### config.mk
export PLATFORM = sky130hd
export DESIGN_NAME = ram_dump
export DESIGN_NICKNAME = d
export VERILOG_FILES = /design/src/rtl/ram_dump.sv
export SDC_FILE = /design/constraint.sdc
export NUM_CORES = 1
export LEC_CHECK = 0
export CAP_MARGIN = 20
export CELL_PAD_IN_SITES_DETAIL_PLACEMENT = 0
export CELL_PAD_IN_SITES_GLOBAL_PLACEMENT = 1
export CORE_UTILIZATION = 34
export CTS_CLUSTER_SIZE = 25
export DETAILED_ROUTE_END_ITERATION = 6
export PLACE_DENSITY_LB_ADDON = 0.1
export SETUP_SLACK_MARGIN = 0.3
export SKIP_LAST_GASP = 1
export SYNTH_ARGS = -nofsm -noshare
export SYNTH_HDL_FRONTEND = slang
export SYNTH_SLANG_ARGS = --single-unit
### constraint.sdc
create_clock -name clk -period 2.2 [get_ports clk]
set_input_delay 0.33 -clock clk [delete_from_list [all_inputs] [get_ports clk]]
set_output_delay 0.33 -clock clk [all_outputs]
set_load 0.05 [all_outputs]
### src/rtl/ram_dump.sv
// ram_dump: reads one channel's circular capture buffer, oldest entry
// first, and hands each byte to the UART through send_resp/resp_sent.
//
// Ports:
//   clk, rst            clock, asynchronous active-high reset
//   dump_req, dump_ch   start pulse and channel select (1..5)
//   waddr               capture write pointer; the oldest sample lives here
//   rdataCH1..5         registered-read RAM data, valid one cycle after raddr
//   resp_sent           UART pulse: the current byte has left the transmitter
//   raddr               read address broadcast to all five RAMs
//   resp, send_resp     byte to transmit and its one-cycle start pulse
//   dump_busy           high while a dump is in progress
//   dump_done           one-cycle pulse after the last byte is sent
//   dump_err            one-cycle pulse for a request with a bad channel
module ram_dump #(
    parameter int ENTRIES = 384,
    parameter int AW      = 9
) (
    input  logic          clk,
    input  logic          rst,
    input  logic          dump_req,
    input  logic [2:0]    dump_ch,
    input  logic [AW-1:0] waddr,
    input  logic [7:0]    rdataCH1,
    input  logic [7:0]    rdataCH2,
    input  logic [7:0]    rdataCH3,
    input  logic [7:0]    rdataCH4,
    input  logic [7:0]    rdataCH5,
    input  logic          resp_sent,
    output logic [AW-1:0] raddr,
    output logic [7:0]    resp,
    output logic          send_resp,
    output logic          dump_busy,
    output logic          dump_done,
    output logic          dump_err
);

    typedef enum logic [2:0] {
        S_IDLE,
        S_RD,
        S_LD,
        S_SND,
        S_WT
    } state_t;

    // One extra bit so ENTRIES == 2**AW still compares correctly.
    localparam logic [AW:0]   ENT  = (AW+1)'(ENTRIES);
    localparam logic [AW-1:0] LAST = AW'(ENTRIES - 1);

    state_t        state_q, state_d;
    logic [2:0]    ch_q, ch_d;
    logic [AW-1:0] raddr_q, raddr_d;
    logic [AW-1:0] cnt_q, cnt_d;
    logic [7:0]    resp_q, resp_d;
    logic          done_q, done_d;
    logic          err_q, err_d;

    logic          ch_ok;
    logic          req_ok;
    logic [7:0]    rdata_sel;

    // State and datapath registers.
    always_ff @(posedge clk or posedge rst) begin
        if (rst) begin
            state_q <= S_IDLE;
            ch_q    <= 3'd0;
            raddr_q <= '0;
            cnt_q   <= '0;
            resp_q  <= 8'h00;
            done_q  <= 1'b0;
            err_q   <= 1'b0;
        end else begin
            state_q <= state_d;
            ch_q    <= ch_d;
            raddr_q <= raddr_d;
            cnt_q   <= cnt_d;
            resp_q  <= resp_d;
            done_q  <= done_d;
            err_q   <= err_d;
        end
    end

    always_comb begin
        case (ch_q)
            3'd1:    rdata_sel = rdataCH1;
            3'd2:    rdata_sel = rdataCH2;
            3'd3:    rdata_sel = rdataCH3;
            3'd4:    rdata_sel = rdataCH4;
            3'd5:    rdata_sel = rdataCH5;
            default: rdata_sel = 8'h00;
        endcase
    end

    // A request landing in the dump_done cycle is still ignored, even
    // though the FSM is already back in IDLE.
    always_comb begin
        ch_ok  = (dump_ch >= 3'd1) && (dump_ch <= 3'd5);
        req_ok = dump_req && (state_q == S_IDLE) && !done_q;
    end

    // Next-state and datapath.
    always_comb begin
        state_d = state_q;
        ch_d    = ch_q;
        raddr_d = raddr_q;
        cnt_d   = cnt_q;
        resp_d  = resp_q;
        done_d  = 1'b0;
        err_d   = 1'b0;
        case (state_q)
            S_IDLE: begin
                if (req_ok && ch_ok) begin
                    state_d = S_RD;
                    ch_d    = dump_ch;
                    raddr_d = ({1'b0, waddr} >= ENT) ? '0 : waddr;
                    cnt_d   = '0;
                end else if (req_ok) begin
                    err_d = 1'b1;
                end
            end
            S_RD: state_d = S_LD;
            S_LD: begin
                resp_d  = rdata_sel;
                state_d = S_SND;
            end
            S_SND: state_d = S_WT;
            S_WT: begin
                if (resp_sent) begin
                    if (cnt_q == LAST) begin
                        done_d  = 1'b1;
                        state_d = S_IDLE;
                    end else begin
                        cnt_d   = cnt_q + 1'b1;
                        raddr_d = (raddr_q == LAST) ? '0 : raddr_q + 1'b1;
                        state_d = S_RD;
                    end
                end
            end
            default: state_d = S_IDLE;
        endcase
    end

    // Outputs.
    always_comb begin
        raddr     = raddr_q;
        resp      = resp_q;
        send_resp = (state_q == S_SND);
        dump_busy = (state_q != S_IDLE);
        dump_done = done_q;
        dump_err  = err_q;
    end

endmodule

# Yosys cells after proc, flatten, opt, wreduce, memory -nomap -nowiden
# Index checks and enable logic that the tools add are counted.
# totals
ff_bits	34
word_cells	58
output_inout_bits	21
in_bits	56
# classes
muxes	21
addsub	2
eq_ne	14
magnitude_cmp	3
reduce_logical	11
# ops
op	n
$mux W9	8
$pmux W8 S5	1
$pmux W9 S2	2
$add A9 B1 Y9 const B	2
$eq A9 B9 Y1 const B	2
$pmux W3 S5	1
$eq A3 B2 Y1 const B	4
$eq A3 B3 Y1 const B	3
$ge A9 B9 Y1 const B	1
$mux W1	7
$eq A3 B1 Y1 const B	2
$mux W3	2
$logic_and A1 B1 Y1	4
$ne A2 B2 Y1 const B	2
$reduce_and A2 Y1	2
$reduce_and A4 Y1	1
$ge A3 B1 Y1 const B	1
$le A3 B3 Y1 const B	1
$logic_not A3 Y1	1
$reduce_bool A3 Y1	1
$ne A2 B1 Y1 const B	1
$reduce_bool A2 Y1	1
$logic_not A1 Y1	1

# Depth between registers and ports, before layout
# Gate-level depths: netlist (run 1).
# logic_depth
word_depth	6
depth_mapped	7

# Least setup slack after synthesis (run 1)
# No wires, ideal clock.
# synth_timing
path_type	register -> register
start	register raddr_q[0], in the netlist raddr[0]
end	register raddr_q[0], in the netlist raddr[0]
slack_ns	0.098
setup_ns	0.125
required_ns	2.075
period_less_slack_ns	2.102
path_buffers	0
stages_incl_launch_ff	6
arrival_time_ns	1.977
path_cell_list	dfrtp_1 > ha_1 > nand4_1 > o41ai_1 > o21ai_0 > mux2_2
# synth_between
elab_chain_len	5
# synth_lines
item	line	source
start: declaration	52	logic [AW-1:0] raddr_q, raddr_d;
start signal: assignment	75	raddr_q <= raddr_d;
$add A9 B1 Y9 or $eq A9 B9 Y1 (tied branches)	134	raddr_d = (raddr_q == LAST) ? '0 : raddr_q + 1'b1;
$mux W9 (*)	134	
$mux W9 (*)	129	if (cnt_q == LAST) begin
$mux W9 (*)	128	if (resp_sent) begin
$pmux W9 S2 (*)	110	case (state_q)
# Mark *: on every way between the ends. The rest lies on a longest branch, timed or not. The select of a mux whose other input is x is not followed.
# A chain may end at the register's enable or synchronous reset.

# Worst setup path in the final report (run 1)
# layout_timing
start	register state_q[1]
end	output dump_busy
# layout_between
elab_chain_len	1
# layout_lines
item	line	source
start: declaration	50	state_t state_q, state_d;
start signal: assignment	73	state_q <= state_d;
$reduce_bool A3 Y1	148	dump_busy = (state_q != S_IDLE);
end: declaration	33	output logic dump_busy,
# Every way passes these cells.

==> results.sh, run 1 <==
export IMPL_status="finished clean"
export IMPL_area_growth_syn_to_layout_pct=43.6
export IMPL_drt_initial_drc_count=127
export IMPL_path_delay_family="flip-flops"
export IMPL_buf_inv_stages_crit_path=1
export IMPL_globalRouteTotalUtil_pct=19.5
export IMPL_slew_limit_headroom_pct=64.9
export IMPL_syn_avg_cell_area_um2=9.61
export IMPL_synth_async_sr_flop_share_pct=100
export IMPL_critPathRequiredTime_ps=1870
export IMPL_powerDensity_mw_per_mm2=1190
export IMPL_die_area_mm2=0.00677
export IMPL_post_drt_via_cell_ratio=5.52
export IMPL_cts_path_max_buffers=2
export IMPL_final_worst_setup_slack_ps=343
export IMPL_cts_htree_levels=2
export IMPL_final_core_utilization_pct=51.9
export IMPL_peak_vdd_ir_mv=0.819
export IMPL_io_pins=77
export IMPL_synth_edf_count=0
export IMPL_finalMaxSlewViolations=0
export IMPL_mappedNetlistArea_mm2=0.00219
export IMPL_critical_path_endpoint_type="output pin"
export IMPL_r2r_slack_ps=430
export IMPL_tightest_pin_transition_ps=524
export IMPL_cts_clk_slew_worst_paths_ps=70
export IMPL_worstSetupStartpointType="flop"
export IMPL_first_global_vias=2047
export IMPL_insertion_delay_ps=290
export IMPL_layout_cells_most_common_list="68 x sky130_fd_sc_hd__clkdlybuf4s50_1, 30 x sky130_fd_sc_hd__dfrtp_1, 12 x sky130_fd_sc_hd__nand3_1, 12 x sky130_fd_sc_hd__o21ai_0, 12 x sky130_fd_sc_hd__a22oi_1"
export IMPL_grt_antenna_before_repair=0
export IMPL_cp_slowest_stage_delay_ps=470
export IMPL_numCtsBuffers=5
export IMPL_post_drt_wl_per_cell_um=16.0
export IMPL_final_common_cell="sky130_fd_sc_hd__clkdlybuf4s50_1"
export IMPL_width_of_the_chip_um=82.3
export IMPL_power_leakage_uw=0.00138
export IMPL_worst_setup_path_type="flop to output pin"
export IMPL_floorplan_core_area_mm2=0.00606
export IMPL_post_cts_setup_buffer_count=0
export IMPL_setup_viol=0
export IMPL_detailed_place_hpwl_um=4470
export IMPL_cts_sinks=34
export IMPL_dpl_worst_slack_ps=189
export IMPL_path_max_fanout=10
export IMPL_finalCritPeriodShare_pct=84.4
export IMPL_holdCritPathClass="input pin to async pin"
export IMPL_worst_ep_arrival_time_ps=1530
export IMPL_overflow=0
export IMPL_synth_yosys_seq_area_share_pct=38.8
export IMPL_via_count=2099
export IMPL_yosysWarnings=0
export IMPL_timing_final_hold_violations=0
export IMPL_max_cap_viol_count=0
export IMPL_rsz0062_at_grt="yes"
export IMPL_drt_drc_violations_left=0
export IMPL_drive_gt1_share_pct=13.4
export IMPL_yosys_cell_types_count=54
export IMPL_crit_slowest_cell="sky130_fd_sc_hd__dfrtp_2"
export IMPL_final_net_count=362
export IMPL_fp_dieH_um=82.3
export IMPL_fillCellCount=576
export IMPL_postSynthNetCount=286
export IMPL_drt_pre_antenna_iters=4
export IMPL_max_clock_freq_mhz=538
export IMPL_portbufs=76
export IMPL_drt_total_wl_um=6070
export IMPL_fp_row_count=28
export IMPL_gp_congestion=0.805
export IMPL_largest_net_degree_at_the_start_of_global_routing=35
export IMPL_fin_crit_ps=1860
export IMPL_final_setup_tns_ps=0
export IMPL_path_cells="or3_1, clkdlybuf4s15_2"
export IMPL_antenna_violating_nets_remaining=0
export IMPL_floorplan_initialDensity_pct=36.2
export IMPL_synth_ff_type="sky130_fd_sc_hd__dfrtp_1"
export IMPL_count_of_state_elements_after_synthesis=34
export IMPL_fin_skew_ps=2.87
export IMPL_cts_tree="yes"
export IMPL_diode_insertion_count_for_antenna_repair=0
export IMPL_postSynthCellCount=228
export IMPL_cts_root_buf="sky130_fd_sc_hd__clkbuf_8"
export IMPL_grt_pass1_wl_um=9850
[worst reg2reg max path, stage by stage (launching register included)]
cell and delay, ps:
sky130_fd_sc_hd__dfrtp_2 390, sky130_fd_sc_hd__ha_1 230, sky130_fd_sc_hd__nand4_1 180, sky130_fd_sc_hd__o41ai_2 460
sky130_fd_sc_hd__o21ai_0 130, sky130_fd_sc_hd__mux2_2 270
[registers in the layout, summed over array words and instances (netlist names)]
signal	count
ch_q	3
cnt_q	9
dump_done	1
dump_err	1
raddr	9
resp	8
state_q	3
[through the flow]
stage	instances	hold slack, ps	power, uW	instance area [um^2]
finish	380	445	3740	3150
global route	380	501	4000	3150
CTS	380	457	3770	3130
detailed placement	372	493	3290	3040
global placement	372	491	3280	3040
floorplan	228	429	2630	2200
[path summary, 6_finish.rpt]
kind | start | end | depth (start not counted)
hold / removal | rst | cnt_q[6]$_DFFE_PP0P_ | 3
max in group asynchronous | rst | raddr[1]$_DFFE_PP0P_ | 3
setup reg to reg | raddr[0]$_DFFE_PP0P_ | raddr[0]$_DFFE_PP0P_ | 5
min in group clk | resp[7]$_DFFE_PP0P_ | resp[7]$_DFFE_PP0P_ | 1
setup / recovery | state_q[1]$_DFFE_PP0P_ | dump_busy | 2
hold reg to reg | resp[7]$_DFFE_PP0P_ | resp[7]$_DFFE_PP0P_ | 1
[layer usage]
layer / vias up / wire, um / global-route usage [%]
met5: - / 0 / 0
met4: 0 / 108 / 5.79
met3: 9 / 314 / 4.29
met2: 64 / 2890 / 32.7
met1: 992 / 2750 / 24.8
li1: 1034 / - / -
[report_power, final]
part	total (uW)	switching (uW)	internal, uW
Combinational	2090	1210	883
Clock	483	231	253
Sequential	1170	329	840
Total	3740	1770	1980
[area by class of cell]
class	instances	area, um^2	share of cell area, %
multi-input combinational	167	1230	39.0
clock buffer	7	86.3	2.74
sequential	34	856	27.2
clock inverter	1	5.00	0.159
timing repair buffer	86	842	26.8
inverter	10	37.5	1.19
tap	75	93.8	2.98
[cell families (layout without fill, tap and decap cells)]
logic type | count (synthesis) | in the layout | share of synthesized area (%)
AND/OR/NAND/NOR | 67 | 67 | 18.6
buffers and inverters | 27 | 104 | 5.88
multiplexers | 18 | 18 | 8.73
XOR/XNOR | 1 | 1 | 0.400
adder cells (fa/ha/maj) | 2 | 2 | 1.14
AO/OA/AOI/OAI | 79 | 79 | 26.5
flip-flops | 34 | 34 | 38.8
[synth_stat cells (2+ instances only)]
cell type / count / share of area (%)
sky130_fd_sc_hd__ha_1: 2 / 1.1
sky130_fd_sc_hd__nor2_1: 8 / 1.4
sky130_fd_sc_hd__a22oi_1: 12 / 4.1
sky130_fd_sc_hd__or3b_1: 2 / 0.80
sky130_fd_sc_hd__nor3b_1: 2 / 0.68
sky130_fd_sc_hd__inv_1: 10 / 1.7
sky130_fd_sc_hd__nand2_1: 10 / 1.7
sky130_fd_sc_hd__and3_1: 6 / 1.7
sky130_fd_sc_hd__and2_1: 4 / 1.1
sky130_fd_sc_hd__buf_1: 2 / 0.34
sky130_fd_sc_hd__o22a_1: 3 / 1.2
sky130_fd_sc_hd__o2bb2ai_1: 6 / 2.4
sky130_fd_sc_hd__nand4_1: 4 / 1.1
sky130_fd_sc_hd__buf_6: 2 / 1.0
sky130_fd_sc_hd__buf_2: 10 / 2.3
sky130_fd_sc_hd__nand3_1: 12 / 2.7
sky130_fd_sc_hd__a31oi_1: 3 / 0.86
sky130_fd_sc_hd__a21oi_1: 5 / 1.1
sky130_fd_sc_hd__a32oi_1: 3 / 1.2
sky130_fd_sc_hd__nor3_1: 5 / 1.1
sky130_fd_sc_hd__o22ai_1: 9 / 2.6
sky130_fd_sc_hd__dfrtp_1: 34 / 39
sky130_fd_sc_hd__o21ai_0: 12 / 2.7
sky130_fd_sc_hd__or3_1: 3 / 0.86
sky130_fd_sc_hd__mux2i_1: 9 / 4.1
sky130_fd_sc_hd__a22o_1: 9 / 3.6
sky130_fd_sc_hd__mux2_2: 9 / 4.6
sky130_fd_sc_hd__clkbuf_1: 3 / 0.51
sky130_fd_sc_hd__o21bai_1: 3 / 1.0
sky130_fd_sc_hd__o211ai_1: 2 / 0.68
[repair_timing]
item,in CTS,in global routing
setup endpoints to repair,4,23
resized for setup,6,8
pin swaps,0,1
hold buffers,0,0
No activity file was read; power rests on OpenSTA's default activity.
==> inputs of run 2 (changes only) <==
Settings changed: CORE_UTILIZATION 34 to 30.
Clock period 2.2 ns to 1.53 ns, I/O delays scaled along.
==> run 2 against run 1 <==
Against the previous run:
- the flow now finishes with violations (setup timing)
- highest routed layer unchanged
- final cell count increased by 24%
- global-route usage increased by 0.84 points
- critical endpoint unchanged
- via count increased by 16%
- clock-buffer cell count unchanged
- non-clock buffer count increased by 69
- wire length increased by 21%
- sequential share of layout area decreased by 6.5 points
- total power increased by 91%
- clock power increased by 47%
- critical path depth increased by 1
- combinational power increased by 140%
- critical path type unchanged
- clock skew increased by 5.7 ps
==> results.sh, run 2 (synthesis results as in run 1) <==
export IMPL_numCtsBuffers=5
export IMPL_finalMaxSlewViolations=0
export IMPL_buf_inv_stages_crit_path=2
export IMPL_antenna_violating_nets_remaining=0
export IMPL_insertion_delay_ps=300
export IMPL_failing_checks="setup timing"
export IMPL_fp_row_count=30
export IMPL_critical_path_endpoint_type="output pin"
export IMPL_power_total_uw=7160
export IMPL_post_drt_via_cell_ratio=5.15
export IMPL_peak_vdd_ir_mv=0.960
export IMPL_path_cells="buf_6, or3_4, buf_8"
export IMPL_globalRouteTotalUtil_pct=20.3
export IMPL_diode_insertion_count_for_antenna_repair=0
export IMPL_final_instance_count_excl_fill=471
export IMPL_powerDensity_mw_per_mm2=1720
export IMPL_path_delay_family="flip-flops"
export IMPL_layout_cells_most_common_list="61 x sky130_fd_sc_hd__buf_4, 55 x sky130_fd_sc_hd__clkdlybuf4s50_1, 25 x sky130_fd_sc_hd__buf_6"
export IMPL_timing_final_hold_violations=0
export IMPL_cts_path_max_buffers=2
export IMPL_first_global_vias=2420
export IMPL_die_area_mm2=0.00765
export IMPL_detailed_place_hpwl_um=5220
export IMPL_final_common_cell="sky130_fd_sc_hd__buf_4"
export IMPL_combined_area_of_the_multi_input_logic_cells_mm2=0.00150
export IMPL_drt_initial_drc_count=79
export IMPL_slew_limit_headroom_pct=73.3
export IMPL_cts_sinks=34
export IMPL_grt_pass1_wl_um=11800
export IMPL_rsz0062_at_grt="yes"
export IMPL_max_clock_freq_mhz=601
export IMPL_width_of_the_chip_um=87.5
export IMPL_cts_htree_levels=2
export IMPL_fin_crit_ps=1660
export IMPL_fp_dieH_um=87.5
export IMPL_holdCritPathClass="input pin to async pin"
export IMPL_final_net_count=432
export IMPL_regArea_um2=863
export IMPL_drt_pre_antenna_iters=4
export IMPL_area_growth_syn_to_layout_pct=90.5
export IMPL_floorplan_core_area_mm2=0.00694
export IMPL_worstSetupStartpointType="flop"
export IMPL_cts_tree="yes"
export IMPL_dpl_worst_slack_ps=-254
export IMPL_power_leakage_uw=0.00183
export IMPL_worst_setup_path_type="flop to output pin"
export IMPL_dpl_cell_count=445
export IMPL_cp_slowest_stage_delay_ps=450
export IMPL_worst_ep_arrival_time_ps=1430
export IMPL_finalCritPeriodShare_pct=109
export IMPL_crit_slowest_cell="sky130_fd_sc_hd__dfrtp_2"
export IMPL_gp_congestion=0.812
export IMPL_hold_buffers=0
export IMPL_io_pins=77
export IMPL_overflow=0
export IMPL_critPathRequiredTime_ps=1300
export IMPL_drive_gt1_share_pct=48.8
export IMPL_final_worst_setup_slack_ps=-133
export IMPL_portbufs=76
export IMPL_drt_total_wl_um=7330
export IMPL_cts_root_buf="sky130_fd_sc_hd__clkbuf_8"
export IMPL_fillCellCount=592
export IMPL_post_drt_wl_per_cell_um=15.6
export IMPL_floorplan_initialDensity_pct=31.6
export IMPL_tightest_pin_transition_ps=398
export IMPL_via_count=2426
export IMPL_largest_net_degree_at_the_start_of_global_routing=35
export IMPL_setup_viol=18
export IMPL_path_max_fanout=5
export IMPL_drt_drc_violations_left=0
export IMPL_fin_skew_ps=8.61
export IMPL_cts_clk_slew_worst_paths_ps=80
export IMPL_max_cap_viol_count=0
export IMPL_grt_antenna_before_repair=0
export IMPL_status="complete, but fails checks"
==> run 2: changes by cell type in the layout (fill, tap and decap cells not counted), sizes merged <==
cell | before | now
clkdlybuf4s15 | 1 | 0
clkdlybuf4s50 | 68 | 55
dlymetal6s2s | 4 | 0
buf | 11 | 100
and2 | 5 | 6
dlygate4sd2 | 2 | 0
==> run 2: metrics by stage <==
stage	hold slack (ps)	area, um^2	util, %	TNS, ps
after global routing	327	4180	60.1	-2570
after floorplan	326	2270	-	-725
after CTS	291	3980	57.3	-987
final	283	4180	60.1	-764
after global placement	494	3580	51.5	-4120
after detailed placement	498	3580	51.5	-4620
==> run 2: area by class of cell <==
type | count | share of cell area, %
Clock inverter | 1 | 0.120
Multi-Input combinational cell | 168 | 36.0
Inverter | 10 | 0.899
Clock buffer | 7 | 2.07
Tap cell | 96 | 2.88
Sequential cell | 34 | 20.7
Timing Repair Buffer | 155 | 37.4
==> run 2: tightest hold or removal path: cells and delay by family <==
kind,cells,cell delay [ps]
buffers and inverters,3,710
==> run 2: timing repair <==
item                                    4_1_cts  5_1_grt
endpoints found under the setup margin       39       41
resized for setup                            61       39
cloned                                        1        0
setup buffers                                12        5
pin swaps                                    33       22
==> run 2: final timing paths <==
path	start	end	slack [ps]	cells past startpoint
max	state_q[1]$_DFFE_PP0P_	dump_busy	-130	3
min	rst	cnt_q[4]$_DFFE_PP0P_	280	3
max reg2reg	state_q[0]$_DFFE_PP0P_	raddr[5]$_DFFE_PP0P_	-90	6
min reg2reg	resp[4]$_DFFE_PP0P_	resp[4]$_DFFE_PP0P_	520	1
max in group asynchronous	rst	raddr[6]$_DFFE_PP0P_	1050	3
min in group clk	resp[4]$_DFFE_PP0P_	resp[4]$_DFFE_PP0P_	520	1
==> run 2: report_power, final <==
| part | switching, uW | internal (uW) | total, uW |
|---|---|---|---|
| clock | 346 | 363 | 709 |
| sequential | 257 | 1220 | 1480 |
| combinational | 2490 | 2480 | 4970 |
==> run 2: per-layer routing <==
layer	vias to the layer above	part of all wire, %	global-route usage [%]
met4	0	2.0	7.30
met5	-	0	0
met3	15	3.8	3.32
met1	1179	47	27.4
li1	1172	-	-
met2	60	47	32.7
